==> src/rtl/muldiv_seq.sv <==
// Iterative RV32IM M-extension unit: radix-2 shift-add multiplier and restoring
// divider sharing one 64-bit accumulator, with registered BUSY/RESULT outputs.
module muldiv_seq (
  input  logic        CLK,
  input  logic        RESET,
  input  logic        START,
  input  logic [4:0]  SELECT,
  input  logic [31:0] DATA1,
  input  logic [31:0] DATA2,
  input  logic        FLUSH,
  output logic        BUSY,
  output logic        RESULT_VALID,
  output logic [31:0] RESULT
);

  typedef enum logic [1:0] {IDLE, CALC, DONE} state_e;

  state_e      state_q, state_d;
  logic [4:0]  count_q, count_d;
  logic [2:0]  op_q, op_d;
  logic        neg_q, neg_d;
  logic [31:0] m_q, m_d;
  logic [63:0] acc_q, acc_d;
  logic [31:0] res_q, res_d;
  logic [31:0] result_q, result_d;
  logic        valid_q, valid_d;
  logic        busy_q, busy_d;

  logic [2:0]  f3;
  logic        signed1, signed2, neg1, neg2, neg_start;
  logic [31:0] mag1, mag2, special_res;
  logic        div0, ovf, special, start_ok;

  logic [32:0] mul_sum, div_sh, div_diff;
  logic [63:0] mul_next, div_next, step, prod;
  logic [31:0] quo_rem, final_res;

  always_comb begin
    f3          = SELECT[2:0];
    signed1     = ~f3[0] | (f3 == 3'b001);
    signed2     = f3[2] ? ~f3[0] : ~f3[1];
    neg1        = signed1 & DATA1[31];
    neg2        = signed2 & DATA2[31];
    mag1        = neg1 ? -DATA1 : DATA1;
    mag2        = neg2 ? -DATA2 : DATA2;
    neg_start   = (f3 == 3'b110) ? neg1 : (neg1 ^ neg2);
    div0        = (DATA2 == '0);
    ovf         = ~f3[0] & (DATA1 == 32'h8000_0000) & (DATA2 == '1);
    special     = f3[2] & (div0 | ovf);
    special_res = div0 ? (f3[1] ? DATA1 : '1) : (f3[1] ? '0 : 32'h8000_0000);
    start_ok    = START & ~FLUSH & (SELECT[4:3] == 2'b01);
  end

  // One iteration of either algorithm; sign is folded in only on the last step.
  always_comb begin
    mul_sum   = {1'b0, acc_q[63:32]} + (acc_q[0] ? {1'b0, m_q} : 33'd0);
    mul_next  = {mul_sum, acc_q[31:1]};
    div_sh    = acc_q[63:31];
    div_diff  = div_sh - {1'b0, m_q};
    div_next  = div_diff[32] ? {div_sh[31:0], acc_q[30:0], 1'b0}
                             : {div_diff[31:0], acc_q[30:0], 1'b1};
    step      = op_q[2] ? div_next : mul_next;
    prod      = neg_q ? -step : step;
    quo_rem   = op_q[1] ? step[63:32] : step[31:0];
    final_res = op_q[2] ? (neg_q ? -quo_rem : quo_rem)
                        : ((op_q[1:0] == 2'b00) ? prod[31:0] : prod[63:32]);
  end

  always_ff @(posedge CLK) begin
    if (RESET) state_q <= IDLE;
    else       state_q <= state_d;
  end

  always_comb begin
    state_d = state_q;
    unique case (state_q)
      IDLE:    if (start_ok) state_d = special ? DONE : CALC;
      CALC:    if (FLUSH) state_d = IDLE;
               else if (count_q == 5'd31) state_d = DONE;
      DONE:    state_d = IDLE;
      default: state_d = IDLE;
    endcase
  end

  always_comb begin
    count_d  = count_q;
    op_d     = op_q;
    neg_d    = neg_q;
    m_d      = m_q;
    acc_d    = acc_q;
    res_d    = res_q;
    result_d = result_q;
    valid_d  = 1'b0;
    unique case (state_q)
      IDLE: begin
        count_d = '0;
        if (start_ok) begin
          op_d  = f3;
          neg_d = neg_start;
          m_d   = f3[2] ? mag2 : mag1;
          acc_d = {32'd0, f3[2] ? mag1 : mag2};
          if (special) res_d = special_res;
        end
      end
      CALC: begin
        acc_d   = step;
        count_d = count_q + 5'd1;
        if (count_q == 5'd31) res_d = final_res;
      end
      DONE: begin
        if (!FLUSH) begin
          result_d = res_q;
          valid_d  = 1'b1;
        end
      end
      default: ;
    endcase
    // BUSY covers the result cycle too, so it drops one edge after DONE exits.
    busy_d = (state_d != IDLE) | valid_d;
  end

  always_ff @(posedge CLK) begin
    if (RESET) begin
      count_q  <= '0;
      op_q     <= '0;
      neg_q    <= 1'b0;
      m_q      <= '0;
      acc_q    <= '0;
      res_q    <= '0;
      result_q <= '0;
      valid_q  <= 1'b0;
      busy_q   <= 1'b0;
    end else begin
      count_q  <= count_d;
      op_q     <= op_d;
      neg_q    <= neg_d;
      m_q      <= m_d;
      acc_q    <= acc_d;
      res_q    <= res_d;
      result_q <= result_d;
      valid_q  <= valid_d;
      busy_q   <= busy_d;
    end
  end

  assign BUSY         = busy_q;
  assign RESULT_VALID = valid_q;
  assign RESULT       = result_q;

endmodule

==> config.mk <==
export PLATFORM = sky130hd
export DESIGN_NAME = muldiv_seq
export DESIGN_NICKNAME = d
export VERILOG_FILES = /design/src/rtl/muldiv_seq.sv
export SDC_FILE = /design/constraint.sdc
export NUM_CORES = 1
export LEC_CHECK = 0
export ABC_CLOCK_PERIOD_IN_PS = 9150
export BUFFER_PORTS_ARGS = -buffer_cell sky130_fd_sc_hd__buf_2
export CAP_MARGIN = 5
export CORE_MARGIN = 1.5
export CORE_UTILIZATION = 50
export CTS_CLUSTER_DIAMETER = 120
export DETAILED_ROUTE_END_ITERATION = 16
export HOLD_SLACK_MARGIN = 0.05
export PLACE_DENSITY_LB_ADDON = 0.25
export SLEW_MARGIN = 20
export SYNTH_ARGS = -nofsm -noshare
export SYNTH_HDL_FRONTEND = slang
export SYNTH_SLANG_ARGS = --single-unit
==> constraint.sdc <==
create_clock -name CLK -period 9.15 [get_ports CLK]
set_input_delay 1.83 -clock CLK [delete_from_list [all_inputs] [get_ports CLK]]
set_output_delay 1.83 -clock CLK [all_outputs]
set_load 0.01 [all_outputs]
# Word level (Yosys, flattened, before mapping)
# Cells that the tools add are included.
# Widths: inputs -> output; s select.
dict set report word_totals {
  out_inout_bits 34
  input_bits 73
  regBits 173
}
dict set report classes {
  add_sub_neg 7
  mux 31
  reduce_logical 9
  bitwise 14
  eq_ne 11
}
# op n
set op_table {}
lappend op_table {{$mux 32} 15}
lappend op_table {{$mux 64} 4}
lappend op_table {{$pmux 64 s2} 1}
lappend op_table {{$neg 32->32} 3}
lappend op_table {{$eq 32x32->1 const B} 2}
lappend op_table {{$neg 64->64} 1}
lappend op_table {{$pmux 32 s2} 1}
lappend op_table {{$add 32x32->33} 1}
lappend op_table {{$sub 33x32->33} 1}
lappend op_table {{$logic_not 32->1} 1}
lappend op_table {{$pmux 5 s2} 1}
lappend op_table {{$mux 2} 4}
lappend op_table {{$and 1x1->1} 7}
lappend op_table {{$ne 2x2->1 const B} 3}
lappend op_table {{$reduce_and 2->1} 3}
lappend op_table {{$add 5x1->5 const B} 1}
lappend op_table {{$eq 5x5->1 const B} 1}
lappend op_table {{$eq 2x1->1 const B} 2}
lappend op_table {{$logic_not 2->1} 2}
lappend op_table {{$mux 1} 4}
lappend op_table {{$pmux 2 s2} 1}
lappend op_table {{$reduce_and 4->1} 1}
lappend op_table {{$reduce_bool 2->1} 2}
lappend op_table {{$eq 3x1->1 const B} 1}
lappend op_table {{5 further kinds} 9}

# Logic depth before layout (Yosys ltp)
dict set report depth {
  ltp_word 10
  ltp_mapped 28
  mapped_depth_nobuf 25
}

# Worst setup path before layout
# No wires, ideal clock.
dict set report synth_timing {
  kind {reg-to-reg}
  start {reg acc_q[31]}
  end {reg res_q[26]}
  setup_slack_ns 2.900
  stages_incl_launch_ff 29
  arrival_time_ns 6.135
  period_less_slack_ns 6.250
  cell_sequence {dfxtp_1 -> clkbuf_1 -> inv_1 -> ha_1 -> inv_1 -> fa_1 -> a211oi_2 -> o211ai_2 -> and4_4 -> o211a_4 -> nor3_4 -> nor2_1 -> buf_2 -> clkbuf_1 -> nand2_1 -> a21boi_0 -> ha_1 -> nand2_1 -> nor4_1 -> and4bb_2 -> nand3_1 -> or2_2 -> or2_1 -> clkbuf_1 -> or3_1 -> o31ai_1 -> xnor2_1 -> a21oi_1 -> a2111oi_0}
}
dict set report synth_via {
  elab_chain_cells 9
  elab_cells_between_ends 12
}
# item line_no
set synth_lines {}
lappend synth_lines {{start, declared} 23} ;# logic [63:0] acc_q, acc_d;
lappend synth_lines {{start signal, assigned} 128} ;# acc_q <= '0;
lappend synth_lines {{start signal, assigned} 138} ;# acc_q <= acc_d;
lappend synth_lines {{$sub 33x32->33} 59} ;# div_diff = div_sh - {1'b0, m_q};
lappend synth_lines {{$mux 64} 60} ;# div_next = div_diff[32] ? {div_sh[31:0], acc_q[30:0], 1'b0}
lappend synth_lines {{$mux 64 *} 62} ;# step = op_q[2] ? div_next : mul_next;
lappend synth_lines {{$neg 64->64 or $mux 32 (tied branches)} {63, 64}}
lappend synth_lines {{$mux 64 or $neg 32->32 (tied branches)} {63, 65}}
lappend synth_lines {{$mux 32 (on tied branches)} {66, 65}}
lappend synth_lines {{$mux 32 *} 65} ;# final_res = op_q[2] ? (neg_q ? -quo_rem : quo_rem)
lappend synth_lines {{$mux 32 *} 108} ;# if (count_q == 5'd31) res_d = final_res;
lappend synth_lines {{$pmux 32 s2 *} 94} ;# unique case (state_q)
lappend synth_lines {{end signal, assigned} 139} ;# res_q <= res_d;
lappend synth_lines {{end, declared} 24} ;# logic [31:0] res_q, res_d;
# Mark *: on every way between the ends. The rest lies on a longest branch, timed or not. The select of a mux whose other input is x is not followed.
# A chain may end at the register's enable or synchronous reset.

# Final worst setup path
# Ends and elaborated chain as after synthesis.

==> results_dict.tcl <==
set metrics [dict create \
    status "completed" \
    grt_pass1_vias 19709 \
    grt_pass1_wl_um 126000 \
    cts_resized 0 \
    synth_top_area_cell "dfxtp_1" \
    setup_viol 0 \
    setup_ws_ps 2100 \
    async_flop_share_pct 0 \
    nNetsFinal 2802 \
    hold_viol 0 \
    switching_share_pct 39.6 \
    relSlewSlack_pct 26.0 \
    crit_arrival_ps 7420 \
    fin_skew_ps 16.3 \
    synth_top_family_by_area "compound AO/OA/AOI/OAI gates" \
    synth_adder_area_share_pct 5.00 \
    grt_overflow 0 \
    synthCells 2703 \
    synthMuxAreaShare_pct 4.83 \
    start_kind "flop" \
    synth_cell_types 92 \
    ys_ff_latch 173 \
    ant_nets 0 \
    die_x_um 196 \
    drive_above_1_share_pct 10.0 \
    place.gp.congestion 1.03 \
    grt_max_degree 96 \
    final_util_pct 54.2 \
    nFillCells 3698 \
    power.leakage_nw 7.40 \
    post-place-ws_ps 2330 \
    die-area_um2 38300 \
    synth-compound-area-share_pct 32.7 \
    drt-vias-per-instance 6.95 \
    worstHoldPathType "flop to flop" \
    synth.most_common_cell "nand2_1" \
    fp-row-count 70 \
    syn_area_um2 18600 \
    h-tree-depth 4 \
    wl_per_cell_um 27.0 \
    synth_nets 2849 \
    clock-sinks 173 \
    finalCritPeriodShare_pct 77.1 \
    yosys_warnings 0 \
    fmax_ghz 0.142 \
    synth_top_flop_cell "dfxtp_1" \
    synth_top_area_share_pct 18.6 \
    syn_area_per_cell_um2 6.87 \
    synth-simple-area-share_pct 25.1 \
    synth_common_cells "363 x nand2_1, 275 x a21oi_1, 233 x nor2_1" \
    tritoncts "done" \
    rsz0062_at_grt "no" \
    antenna_found_initial 3 \
    synth-edff-count 0 \
    dieHeight_um 196 \
    cp-end-kind "flop" \
    combPwrFrac_pct 33.1 \
    clock_latency_ps 490 \
    crit_type "flop to flop" \
    cap_violations 0 \
    synth_area_leaders "dfxtp_1 19%, a21oi_1 7.4%, nand2_1 7.3%" \
    clkPwrFrac_pct 34.5 \
    pwr-share-seq_pct 32.4 \
    coreArea_um2 36600 \
    dr.pass1.iters 7 \
    hold_buffers 0 \
    pin_count 107 \
    clkTransAtPathRegs_ps 80 \
    track_usage_pct 43.5 \
    multiInputGateArea_um2 14000 \
    report.final.slew_viol_count 0 \
    p_sw_mw 0.959 \
    ir_drop_mv 0.123 \
    hpwlAfterDp_um 64100 \
    cts_buffer_depth 2 \
    ys_seq_area_share_pct 18.6 \
    worst-path-max-fanout 8 \
    routed_wl_um 84600 \
    required_ps 9520 \
    min_period_ps 7050 \
    cts_setup_buffers 0 \
    start_util_pct 50.7 \
    whs_ps 453 \
    cts-root-buf "clkbuf_16" \
    regArea_um2 3470 \
    worst_slew_pin_slew_ps 1110 \
    vias 21823 \
    powerDensity_nw_per_um2 122 \
    final.setup.tns_ps 0 \
    syn_to_final_growth_pct 6.74 \
    power.internal_mw 1.46 \
    synth_xor_area_share_pct 7.73 \
    io_buffers 106 \
    drc_errors 0 \
    drt_iter0_drc 3173 \
    cts-buffers-inserted 17 \
]
## placed cells by master, fill, tap and decap left out, types with 11 or more instances in the layout
cell and n:
a211o_1 15, a311oi_1 12, buf_4 37, or2_2 20, ha_1 71, nor3_1 70, o21bai_1 20, clkbuf_16 17
o211ai_1 59, and2_1 49, and3_1 15, buf_2 105, inv_1 68, o21ai_0 171, or3_1 36, o41ai_1 13
xnor2_1 93, mux2_2 29, a2111oi_0 14, xor2_1 71, nand3_1 72, dfxtp_1 170, nand4_1 31, o31ai_1 40
o21a_1 11, a21oi_1 275, mux2i_1 57, nor4_1 25, a31oi_1 48, a211oi_1 107, nand2_1 362, a21o_1 32
nor2_1 229, nand2b_1 15
## power by group through the flow
stage                     registers [mW]  logic [mW]  clock network, mW
after global placement             0.800       0.757                  0
after floorplan                    0.788       0.515                  0
final                              0.784       0.800              0.834
after detailed placement           0.800       0.763                  0
after global routing               0.785       0.835              0.866
after CTS                          0.782       0.766              0.832
## worst max-delay path, stage by stage, from the launching register on
cell       delay (ps)
dfxtp_1           450
inv_1             150
ha_1              220
inv_1              80
fa_1              430
a211oi_2          280
o211ai_2          210
and4_4            270
o211a_4           250
nor3_4            180
nor2_2             90
nand2_1           200
a21boi_0          340
ha_1              260
nand2_1            90
nor4_1            780
and4bb_2          440
nand3_1           130
or2_2             340
or2_1             350
or3_1             470
o31ai_1           320
xnor2_1           160
a21oi_1            80
a2111oi_0         330
## final cells by class
type	instances	share of cell area (%)
Tap cell	468	2.95
Sequential cell	173	17.5
Clock inverter	14	0.997
Multi-Input combinational cell	2249	70.8
Timing Repair Buffer	144	4.17
Antenna cell	1	0.0126
Inverter	71	1.34
Clock buffer	18	2.22
## final timing paths
check	start	end	cells past startpoint	slack [ps]
setup / recovery	acc_q[31]$_SDFFE_PP0P_	res_q[26]$_SDFFE_PP0P_	24	2100
hold reg to reg	RESULT[18]$_SDFFE_PP0P_	RESULT[18]$_SDFFE_PP0P_	2	450
hold / removal	RESULT[18]$_SDFFE_PP0P_	RESULT[18]$_SDFFE_PP0P_	2	450
setup reg to reg	acc_q[31]$_SDFFE_PP0P_	res_q[26]$_SDFFE_PP0P_	24	2100
## state kept, by name (all words and copies together), names as in the netlist
signal and count:
state_q 2, neg_q 1, acc_q 64, RESULT_VALID 1, m_q 32, op_q 3, BUSY 1, RESULT 32
res_q 32, count_q 5
## metrics by stage
step | power (mW) | cells | area (um2)
after global placement | 1.56 | 3105 | 19200
after floorplan | 1.30 | 2703 | 18600
after detailed placement | 1.56 | 3105 | 19200
final | 2.42 | 3138 | 19800
after CTS | 2.38 | 3137 | 19800
after global routing | 2.49 | 3137 | 19800
## cells by family after synthesis
family | count (synthesis)
simple gates | 990
compound gates | 936
buf+inv | 281
flops | 173
xor+xnor | 164
mux | 86
fa+ha+maj | 73
## routing by layer
layer	global-route usage, %	routed length (um)
met1	56.7	34100
met2	66.3	36200
met3	9.63	8920
met4	24.7	5460
met5	0	22
(Power assumes the default switching activity.)
